--- src/rtl/register_file_pkg.sv ---
// Shared definitions for the register-file stream reader.
//   RfAddrWidth / RfDataWidth : default geometry of the 16x16 latch register file
//   rd_state_e                : read controller state encoding
package register_file_pkg;

  localparam int unsigned RfAddrWidth = 4;
  localparam int unsigned RfDataWidth = 16;

  typedef enum logic [1:0] {
    RdIdle  = 2'd0,
    RdRead  = 2'd1,
    RdDrain = 2'd2
  } rd_state_e;

endpackage

--- src/rtl/register_file_stream_reader.sv ---
// Read-side controller for the latch register file. It takes a burst command
// (start address, length-1), walks the RF combinational read port and streams
// the words out over valid/ready, flagging the final word with out_last_o.
//
// Ports:
//   clk_i, rst_ni              clock, asynchronous active-low reset
//   cmd_valid_i/cmd_ready_o    burst command handshake
//   cmd_addr_i, cmd_len_m1_i   first word address, burst length minus one
//   raddr_o, rdata_i           RF read port (rdata_i combinational from raddr_o)
//   out_valid_o/out_ready_i    output stream handshake
//   out_data_o, out_last_o     stream word and end-of-burst flag
//   busy_o                     burst in progress or output word still pending
//   stall_cnt_o                saturating count of stalled output cycles
//                              (only when RF_READER_STALL_CNT_EN is defined)
//
// Build option: define RF_READER_STALL_CNT_EN to add the stall counter port.
module register_file_stream_reader
  import register_file_pkg::*;
#(
  parameter int unsigned AddrWidth = RfAddrWidth,
  parameter int unsigned DataWidth = RfDataWidth
) (
  input  logic                 clk_i,
  input  logic                 rst_ni,
  input  logic                 cmd_valid_i,
  output logic                 cmd_ready_o,
  input  logic [AddrWidth-1:0] cmd_addr_i,
  input  logic [AddrWidth-1:0] cmd_len_m1_i,
  output logic [AddrWidth-1:0] raddr_o,
  input  logic [DataWidth-1:0] rdata_i,
  output logic                 out_valid_o,
  input  logic                 out_ready_i,
  output logic [DataWidth-1:0] out_data_o,
  output logic                 out_last_o,
  output logic                 busy_o
`ifdef RF_READER_STALL_CNT_EN
  ,
  output logic [15:0]          stall_cnt_o
`endif
);

  rd_state_e              state_q, state_d;
  logic [AddrWidth-1:0]   addr_q, addr_d;
  logic [AddrWidth-1:0]   rem_q, rem_d;
  logic [AddrWidth-1:0]   raddr_q, raddr_d;
  logic                   out_valid_q, out_valid_d;
  logic [DataWidth-1:0]   out_data_q, out_data_d;
  logic                   out_last_q, out_last_d;
  logic                   out_hs;
  logic                   cmd_accept;

  assign out_hs     = out_valid_q & out_ready_i;
  assign cmd_accept = cmd_valid_i & cmd_ready_o;

  always_comb begin
    state_d     = state_q;
    addr_d      = addr_q;
    rem_d       = rem_q;
    out_valid_d = out_valid_q;
    out_data_d  = out_data_q;
    out_last_d  = out_last_q;
    cmd_ready_o = 1'b0;
    // Outside READ the read address parks on whatever was last driven so the
    // RF read mux does not toggle needlessly.
    raddr_o     = raddr_q;

    // A consumed word frees the output register unless refilled below.
    if (out_hs) out_valid_d = 1'b0;

    unique case (state_q)
      RdIdle: begin
        cmd_ready_o = 1'b1;
        if (cmd_valid_i) begin
          addr_d  = cmd_addr_i;
          rem_d   = cmd_len_m1_i;
          state_d = RdRead;
        end
      end
      RdRead: begin
        raddr_o = addr_q;
        // One-entry output register with pass-through ready: refill when
        // empty or when the current word is leaving this cycle.
        if (!out_valid_q || out_ready_i) begin
          out_data_d  = rdata_i;
          out_valid_d = 1'b1;
          out_last_d  = (rem_q == '0);
          addr_d      = addr_q + 1'b1;  // wraps mod NumWords
          rem_d       = rem_q - 1'b1;
          if (rem_q == '0) state_d = RdDrain;
        end
      end
      RdDrain: begin
        // The return to idle is the only exit; the next command is taken a
        // cycle later so it never overlaps the last-word handshake.
        if (out_hs && out_last_q) state_d = RdIdle;
      end
      default: state_d = RdIdle;
    endcase

    raddr_d = raddr_o;
  end

  always_ff @(posedge clk_i or negedge rst_ni) begin
    if (!rst_ni) begin
      state_q     <= RdIdle;
      addr_q      <= '0;
      rem_q       <= '0;
      raddr_q     <= '0;
      out_valid_q <= 1'b0;
      out_data_q  <= '0;
      out_last_q  <= 1'b0;
    end else begin
      state_q     <= state_d;
      addr_q      <= addr_d;
      rem_q       <= rem_d;
      raddr_q     <= raddr_d;
      out_valid_q <= out_valid_d;
      out_data_q  <= out_data_d;
      out_last_q  <= out_last_d;
    end
  end

  assign out_valid_o = out_valid_q;
  assign out_data_o  = out_data_q;
  assign out_last_o  = out_last_q;
  assign busy_o      = (state_q != RdIdle) | out_valid_q;

`ifdef RF_READER_STALL_CNT_EN
  logic [15:0] stall_cnt_q, stall_cnt_d;

  always_comb begin
    stall_cnt_d = stall_cnt_q;
    if (cmd_accept) begin
      stall_cnt_d = '0;
    end else if (out_valid_q && !out_ready_i && (stall_cnt_q != 16'hFFFF)) begin
      stall_cnt_d = stall_cnt_q + 16'd1;
    end
  end

  always_ff @(posedge clk_i or negedge rst_ni) begin
    if (!rst_ni) stall_cnt_q <= '0;
    else         stall_cnt_q <= stall_cnt_d;
  end

  assign stall_cnt_o = stall_cnt_q;
`else
  logic unused_cmd_accept;
  assign unused_cmd_accept = cmd_accept;
`endif

endmodule

--- config.mk ---
export PLATFORM = sky130hd
export DESIGN_NAME = register_file_stream_reader
export DESIGN_NICKNAME = d
export VERILOG_FILES = /design/src/rtl/register_file_pkg.sv /design/src/rtl/register_file_stream_reader.sv
export SDC_FILE = /design/constraint.sdc
export NUM_CORES = 1
export LEC_CHECK = 0
export ABC_AREA = 1
export ABC_CLOCK_PERIOD_IN_PS = 2710
export BUFFER_PORTS_ARGS = -buffer_cell sky130_fd_sc_hd__buf_2
export CAP_MARGIN = 0
export CORE_AREA = 4 4 46 78
export CTS_CLUSTER_DIAMETER = 30
export CTS_CLUSTER_SIZE = 25
export DETAILED_ROUTE_END_ITERATION = 12
export DIE_AREA = 0 0 50 82
export GPL_TIMING_DRIVEN = 1
export HOLD_SLACK_MARGIN = 0.15
export PLACE_DENSITY = 0.81
export SYNTH_ARGS = -nofsm -noshare
export SYNTH_HDL_FRONTEND = slang
export SYNTH_SLANG_ARGS = --single-unit
--- constraint.sdc ---
create_clock -name clk_i -period 2.71 [get_ports clk_i]
set_input_delay 0.813 -clock clk_i [delete_from_list [all_inputs] [get_ports clk_i]]
set_output_delay 0.813 -clock clk_i [all_outputs]
set_load 0.005 [all_outputs]
After elaboration in Yosys (flattened, before gate mapping)
Cells that the tools add are included.

Eq/ne operators: 6. Bitwise logic cells: 2. Reduce and logical (&&, ||, !) cells: 10. Muxes and demuxes: 16. Div/mod/pow operators: 0. Add/sub/neg operators: 2. Order comparisons: 0. Multipliers: 0. Shift-type cells: 0.

Operators by type and width (number): 4-bit two-way mux (5); 4-bit case mux with 2 select lines (2); 2-bit two-way mux (4); 2-bit inequality test, second input constant (4); 2-bit case mux with 3 select lines (1); 4-bit by 1-bit adder with 4-bit output, second input constant (1); 4-bit zero test (1); 1-bit two-way mux (4); 4-bit AND reduction (1); 2-bit nonzero test (2); 4-bit by 1-bit subtractor with 4-bit output, second input constant (1); 3-bit AND reduction (1); 2-bit by 1-bit == test with 1-bit output, second input constant (1); 2-bit == test, second input constant (1); 2-bit zero test (1); 2-bit AND reduction (1); 1-bit bitwise AND (1); 1-bit logical AND (1); 1-bit zero test (1); 1-bit logical OR (1); 1-bit bitwise OR (1).

Memories: 0. Register bits: 32. ROM bits: 0. Logic and storage cells: 43. Output and inout bits: 24. Bits in latches: 0. Bits in writable memories: 0. Input bits: 28.

Depth between registers and ports, before layout
Gate-level depths: netlist (run 1).

Depth in word-level cells: 4. Mapped depth: 8. Depth with buffers taken out: 7.

Worst setup path after synthesis (run 1)
Ideal clock, no wire load.

Path type: register to output. Start: register state_q[1]. End: output raddr_o[1]. Slack: 0.865 ns. Stages on the path, launching flop included: 5. Required time: 1.897 ns. Buffers on the path: 1. Arrival time: 1.032 ns. Path through: dfrtp_1 -> nor2_4 -> inv_4 -> buf_2 -> o21ai_0.

Word-level cells in the longest chain between the ends: 2.

Ends and longest elaborated chain: start: declaration (line register_file_stream_reader.sv:42) `rd_state_e state_q, state_d;`; start signal: assignment (line register_file_stream_reader.sv:105) `state_q <= RdIdle;`; start signal: assignment (line register_file_stream_reader.sv:113) `state_q <= state_d;`; 2-bit by 1-bit == test with 1-bit output (line register_file_stream_reader.sv:70) `unique case (state_q)`; 4-bit two-way mux (line register_file_stream_reader.sv:70); end: declaration (line register_file_stream_reader.sv:29) `output logic [AddrWidth-1:0] raddr_o,`.

No other way between the ends.

Worst setup path in the final report (run 1)
Start: register state_q[1]. End: output raddr_o[3].

Same word-level chain as after synthesis.

==> results by group, run 1 <==
Run status
  – Outcome: finished clean

Final layout
  – Layout area overhead: 24.13%
  – Register area: 800.8 um2
  – Multi-input logic area: 586.8 um2
  – Final design utilization: 63.27%
  – Antenna diodes: 0
  – Cell area after layout: between 0.0015 and 0.002 mm2
  – Final net count: 266
  – Fillcell total: 267
  – Share of cells above drive strength 1: 31.36%

STA
  – Final setup viols: 0
  – Worst hold margin: around 460 ps
  – Fmax: 0.4105 GHz
  – Worst relative slew slack: 53.75%
  – Unrepaired setup endpoints after global routing: false
  – Clock Skew: between 7 and 8 ps
  – Slew @ Worst Pin: 693.8 ps
  – Final Hold Viols: 0
  – Final setup margin: between 200 and 300 ps
  – Slew Limit Fails: 0
  – Fin crit period: about 2400 ps
  – Tcrit/Tclk final: 89.90%
  – TNS Setup: 0 ps

Hold path
  – Worst hold path startpoint: out_data_o[9]$_DFFE_PN0P_
  – Worst Hold Endpoint: out_data_o[9]$_DFFE_PN0P_
  – Hold Path Class: reg2reg
  – Hold depth: 2

Clock network
  – Inserted Clock Buffers: 5
  – CTS tree: done
  – CTS Buffer Depth: 2
  – Root Driver: clkbuf_8
  – Clock tree sinks: 32
  – Postcts setup bufs: 0
  – # hold bufs at CTS: 0
  – CTS resizes: 0
  – H-tree levels: 2
  – Worst-Skew Late Latency: 280 ps
  – Reg clk slew, reported paths: ~60 ps

Placement
  – Gpl congestion: 0.7872
  – Post-DP HPWL: 2414 um
  – DP Worst Slack: just under 600 ps
  – Dpl cell area: 0.001777 mm2
  – I/O Buffers: slightly above 50

Floorplanning
  – CORE AREA: 0.002960 mm2
  – Die ar.: between 0.004 and 0.005 mm2
  – Initial cell density of the core: 50.97%
  – Chip width: around 50 um
  – Top-level port count: 52
  – Row count: 26
  – Die Ht: 82 um

Detailed routing
  – Via count: 1296
  – Wirelength per Cell: 11.48 um
  – Drt first pass iters: 4
  – Routed WL: 3191 um
  – DRC: 0
  – Via density: between 4 and 5
  – Antenna-violating nets left: 0
  – Initial detailed-routing violation count: 24

Worst setup path
  – CP Max Fanout: 16
  – Flop2flop setup slack: 1090 ps
  – Crit end category: output pin
  – Worst R2R Start: state_q[1]$_DFFE_PN0P_
  – Worst Path Required: 1900 ps
  – CP arrival: 1620 ps
  – RR Endpoint: out_last_o$_DFFE_PN0P_
  – Reg2Reg Depth: 6
  – Worst setup SP type: flip-flop
  – CP Class: reg2out

GRT
  – First-pass GRT wire length: 5361 um
  – GRT Util Overall: 17.53%
  – Initial antenna violation count: 0
  – Number of global-route vias before repair: 1273
  – Maximum number of pins on one net before global-route repair: 33
  – Grt total ovfl: 0

Logic synthesis
  – Synthesized area per cell: 8.246 um2
  – Seq/Total Area, Yosys: 53.07%
  – Compound-gate portion of the synthesized area: under 10%
  – Proportion of synthesized area in mux cells: 0%
  – Adder-Cell Fraction of Synth Area: under 10%
  – Post-synth cell types: 23
  – Synthesized area: 0.001509 mm2
  – Yosys reg bits: 32
  – Simple-gate area share of the yosys netlist: about 31%
  – Largest family of logic cells by synthesized area: simple AND/OR/NAND/NOR gates
  – Post-Syn Instances: 183
  – Synth Net Count: 213
  – XOR/XNOR Fraction of Synth Area: 0%
  – Syn. warnings: 0

Power
  – Maximum vdd drop: between 0.7 and 0.8 mV
  – Static Leak: 0.001089 uW
  – P per Cell Area: 1253 mW/mm2

Job
  – Max Cap Violations: 0
[cells in the final DEF, fill, tap and decap left out, types with 2 or more instances in the layout]
cell      synthesis  final
clkbuf_8          0      7
nor2_1            4      4
ha_1              2      2
dfrtp_1          32     32
nand2_1          87     87
inv_2             3      3
inv_1            17     17
o21ai_0           6      6
nor2_4            2      2
o21ai_2           5      5
nand3_1          10     10
buf_2             2     51
[cell usage after synthesis]
cell,instances,area [um2]
nand2_2,1,6.260
buf_4,1,7.510
nand2_1,87,326.6
inv_4,1,6.260
ha_1,2,25.02
or2_2,1,6.260
nor2_4,2,22.52
nor2_1,4,15.01
buf_2,2,10.01
inv_2,3,11.26
inv_1,17,63.81
nand4_1,1,6.260
a21oi_1,1,5.000
o21ai_2,5,43.79
buf_6,2,22.52
nand3_2,1,10.01
nor2_8,1,20.02
dfrtp_1,32,800.8
o21a_1,1,7.510
nand3_1,10,50.05
nor2_2,1,6.260
o21ai_0,6,30.03
a31oi_1,1,6.260
[worst max-delay path, stage by stage (launching register included)]
cell and delay [ps]:
dfrtp_1 440, nor2_4 320, inv_4 160, o21ai_0 260
buf_2 170
[metrics by stage]
stage	instances	total power, uW
after detailed placement	271	1979
after floorplan	183	1644
final	278	2347
after global placement	271	1922
after CTS	278	2373
after global routing	278	2568
[area by class of cell]
type | instances | share of cell area, %
inverter | 21 | 4.342
multi-input combinational | 125 | 31.33
clock buffer | 7 | 5.144
timing repair buffer | 51 | 13.63
sequential | 32 | 42.75
tap | 42 | 2.806
[state kept, by name, summed over array words and instances, names as in the netlist]
signal,count
state_q,2
out_last_o,1
rem_q,4
raddr_q,4
addr_q,4
out_data_o,16
out_valid_o,1
[worst max-delay path by stage]
| stage | startpoint | end | slack, ps |
|---|---|---|---|
| 2_1_floorplan | state_q[1]$_DFFE_PN0P_ | raddr_o[1] | 860 |
| 3_3_place_gp | state_q[1]$_DFFE_PN0P_ | raddr_o[2] | 640 |
| 3_5_place_dp | state_q[1]$_DFFE_PN0P_ | raddr_o[3] | 580 |
| 4_1_cts | state_q[1]$_DFFE_PN0P_ | raddr_o[2] | 290 |
| 5_1_grt | state_q[1]$_DFFE_PN0P_ | raddr_o[3] | 160 |
| 6_report | state_q[1]$_DFFE_PN0P_ | raddr_o[3] | 270 |
[logic make-up (layout without fill, tap and decap cells)]
logic type      after synthesis  after routing
flops                        32             32
fa+ha+maj                     2              2
simple gates                109            109
compound gates               14             14
buf+inv                      26             79
[power breakdown]
group	total, uW	switching (uW)	internal, uW
clock network	388	162	226
logic	1100	677	421
registers	861	143	718
total	2350	982	1360
[layer usage]
metal | track usage (%) | vias up | share of wire, %
met4 | 9.972 | 0 | 1.9
met1 | 17.83 | 581 | 39
met2 | 32.33 | 43 | 53
met5 | 0 | - | 0
li1 | - | 665 | -
met3 | 3.811 | 7 | 6.0
(Power assumes the default switching activity.)
==> run 2: changes to the inputs <==
Settings changed: BUFFER_PORTS_ARGS -buffer_cell sky130_fd_sc_hd__buf_2 to -buffer_cell sky130_fd_sc_hd__buf_4.
==> results by group, run 2 (synthesized netlist as in run 1, its figures left out) <==
Run status
  – Outcome: finished clean

GRT
  – Number of global-route vias before repair: ~1300
  – Initial antenna violation count: 0
  – First-pass GRT wire length: 5278 um
  – Maximum number of pins on one net before global-route repair: 33
  – Grt total ovfl: 0
  – GRT Util Overall: 16.77%

Final layout
  – Fillcell total: 261
  – Final design utilization: between 60 and 70%
  – Antenna diodes: 0
  – Share of cells above drive strength 1: 30.80%
  – Layout area overhead: 32.17%
  – Most frequent cells in the layout: nand2_1 (87), buf_4 (51), dfrtp_1 (32)
  – Cell area after layout: about 0.0020 mm2
  – Final net count: 266
  – Largest register FFs: 16
  – Most common cell after layout, fill and taps aside: nand2_1
  – Layout Cells excl Fill: 279

Clock network
  – Inserted Clock Buffers: 5
  – Postcts setup bufs: 0
  – Clock tree sinks: 32
  – Reg clk slew, reported paths: 60 ps
  – # hold bufs at CTS: 0
  – Root Driver: clkbuf_8
  – CTS resizes: 0
  – Worst-Skew Late Latency: 280 ps
  – CTS Buffer Depth: 2
  – CTS tree: done
  – H-tree levels: 2

Worst setup path
  – CP Max Fanout: 16
  – Beginning of the critical path: state_q[1]$_DFFE_PN0P_
  – CP Class: reg2out
  – RR Endpoint: out_data_o[3]$_DFFE_PN0P_
  – Worst Path Required: 1900 ps
  – Worst R2R Start: state_q[1]$_DFFE_PN0P_
  – Worst setup SP type: flip-flop
  – Critical-path cell list: nor2_4, inv_4, o21ai_0, buf_4
  – Flop2flop setup slack: 1070 ps
  – Reg2Reg Depth: 6
  – CP max-delay cell: dfrtp_1
  – Setup crit end: raddr_o[2]
  – Crit end category: output pin
  – Crit path largest cell delay: 430 ps
  – CP arrival: 1610 ps

STA
  – Slew Limit Fails: 0
  – Unrepaired setup endpoints after global routing: false
  – Tcrit/Tclk final: 89.32%
  – Final setup margin: 289.3 ps
  – Worst relative slew slack: 73.69%
  – Slew @ Worst Pin: roughly 390 ps
  – Fmax: 0.4131 GHz
  – Final Hold Viols: 0
  – Fin crit period: 2421 ps
  – Clock Skew: 2.589 ps
  – Final setup viols: 0
  – TNS Setup: 0 ps

Detailed routing
  – Initial detailed-routing violation count: 27
  – Routed WL: between 3000 and 4000 um
  – Via count: 1292
  – Via density: roughly 4.6
  – DRC: 0
  – Antenna-violating nets left: 0
  – Wirelength per Cell: 11.10 um
  – Drt first pass iters: 4

Floorplanning
  – Top-level port count: 52
  – Die Ht: 82 um
  – Chip width: 50 um
  – Initial cell density of the core: 50.97%
  – CORE AREA: just under 0.003 mm2
  – Row count: 26
  – Die ar.: 0.004100 mm2

Placement
  – Placed instance count: 271
  – Dpl cell area: 0.001904 mm2
  – Post-DP HPWL: 2303 um
  – Gpl congestion: 0.7772
  – DP Worst Slack: 592.2 ps
  – I/O Buffers: 51

Power
  – Maximum vdd drop: 0.8426 mV
  – P per Cell Area: around 1200 mW/mm2
  – Static Leak: 0.001123 uW

Job
  – Max Cap Violations: 0

Hold path
  – Hold Path Class: in2async
-- run 2: changes by cell type in the layout (fill, tap and decap cells not counted) --
cell	change
clkbuf_1	+2
clkbuf_8	-1
buf_4	+51
buf_2	-51
-- run 2: where the power goes --
| group | switching (uW) | total [uW] | internal (uW) |
|---|---|---|---|
| Sequential | 147 | 866 | 719 |
| Combinational | 670 | 1200 | 526 |
| Clock | 163 | 370 | 207 |
| Total | 980 | 2430 | 1450 |
-- run 2: final cells by class --
type | instances | area (um2) | area share, %
multi-input cells | 125 | 586.8 | 29.42
repair buffers | 51 | 382.9 | 19.20
inverters | 21 | 81.33 | 4.078
well taps | 42 | 52.55 | 2.635
flip-flops and latches | 32 | 800.8 | 40.15
clock buffers | 8 | 90.09 | 4.517
-- run 2: worst min-delay path by stage --
stage	start	to	slack, ps	depth (start not counted)
floorplan	out_data_o[10]$_DFFE_PN0P_	out_data_o[10]$_DFFE_PN0P_	470	2
global placement	out_data_o[9]$_DFFE_PN0P_	out_data_o[9]$_DFFE_PN0P_	460	2
detailed placement	out_data_o[9]$_DFFE_PN0P_	out_data_o[9]$_DFFE_PN0P_	460	2
CTS	rst_ni	addr_q[1]$_DFFE_PN0P_	470	1
global route	rst_ni	out_data_o[15]$_DFFE_PN0P_	500	1
finish	rst_ni	addr_q[3]$_DFFE_PN0P_	460	1
-- run 2: layer usage --
metal / up-vias / wire, um / global-route usage (%)
li1: 667 / - / -
met1: 582 / 1162 / 17.85
met2: 37 / 1674 / 30.63
met3: 6 / 216 / 4.900
met4: 0 / 44 / 6.371
met5: - / 0 / 0
-- run 2: per-stage QoR --
stage	power, uW	hold WS (ps)
finish	2431	462.1
detailed placement	2079	460.1
floorplan	1644	465.0
CTS	2465	469.9
global route	2664	495.6
global placement	2048	456.7
-- run 2: worst max-delay path, delay by kind of cell, from the launching register on --
kind | cells | cell delay (ps)
DFF | 1 | 430
and+or+nand+nor | 1 | 310
AOI/OAI and AO/OA | 1 | 260
buffers and inverters | 2 | 310
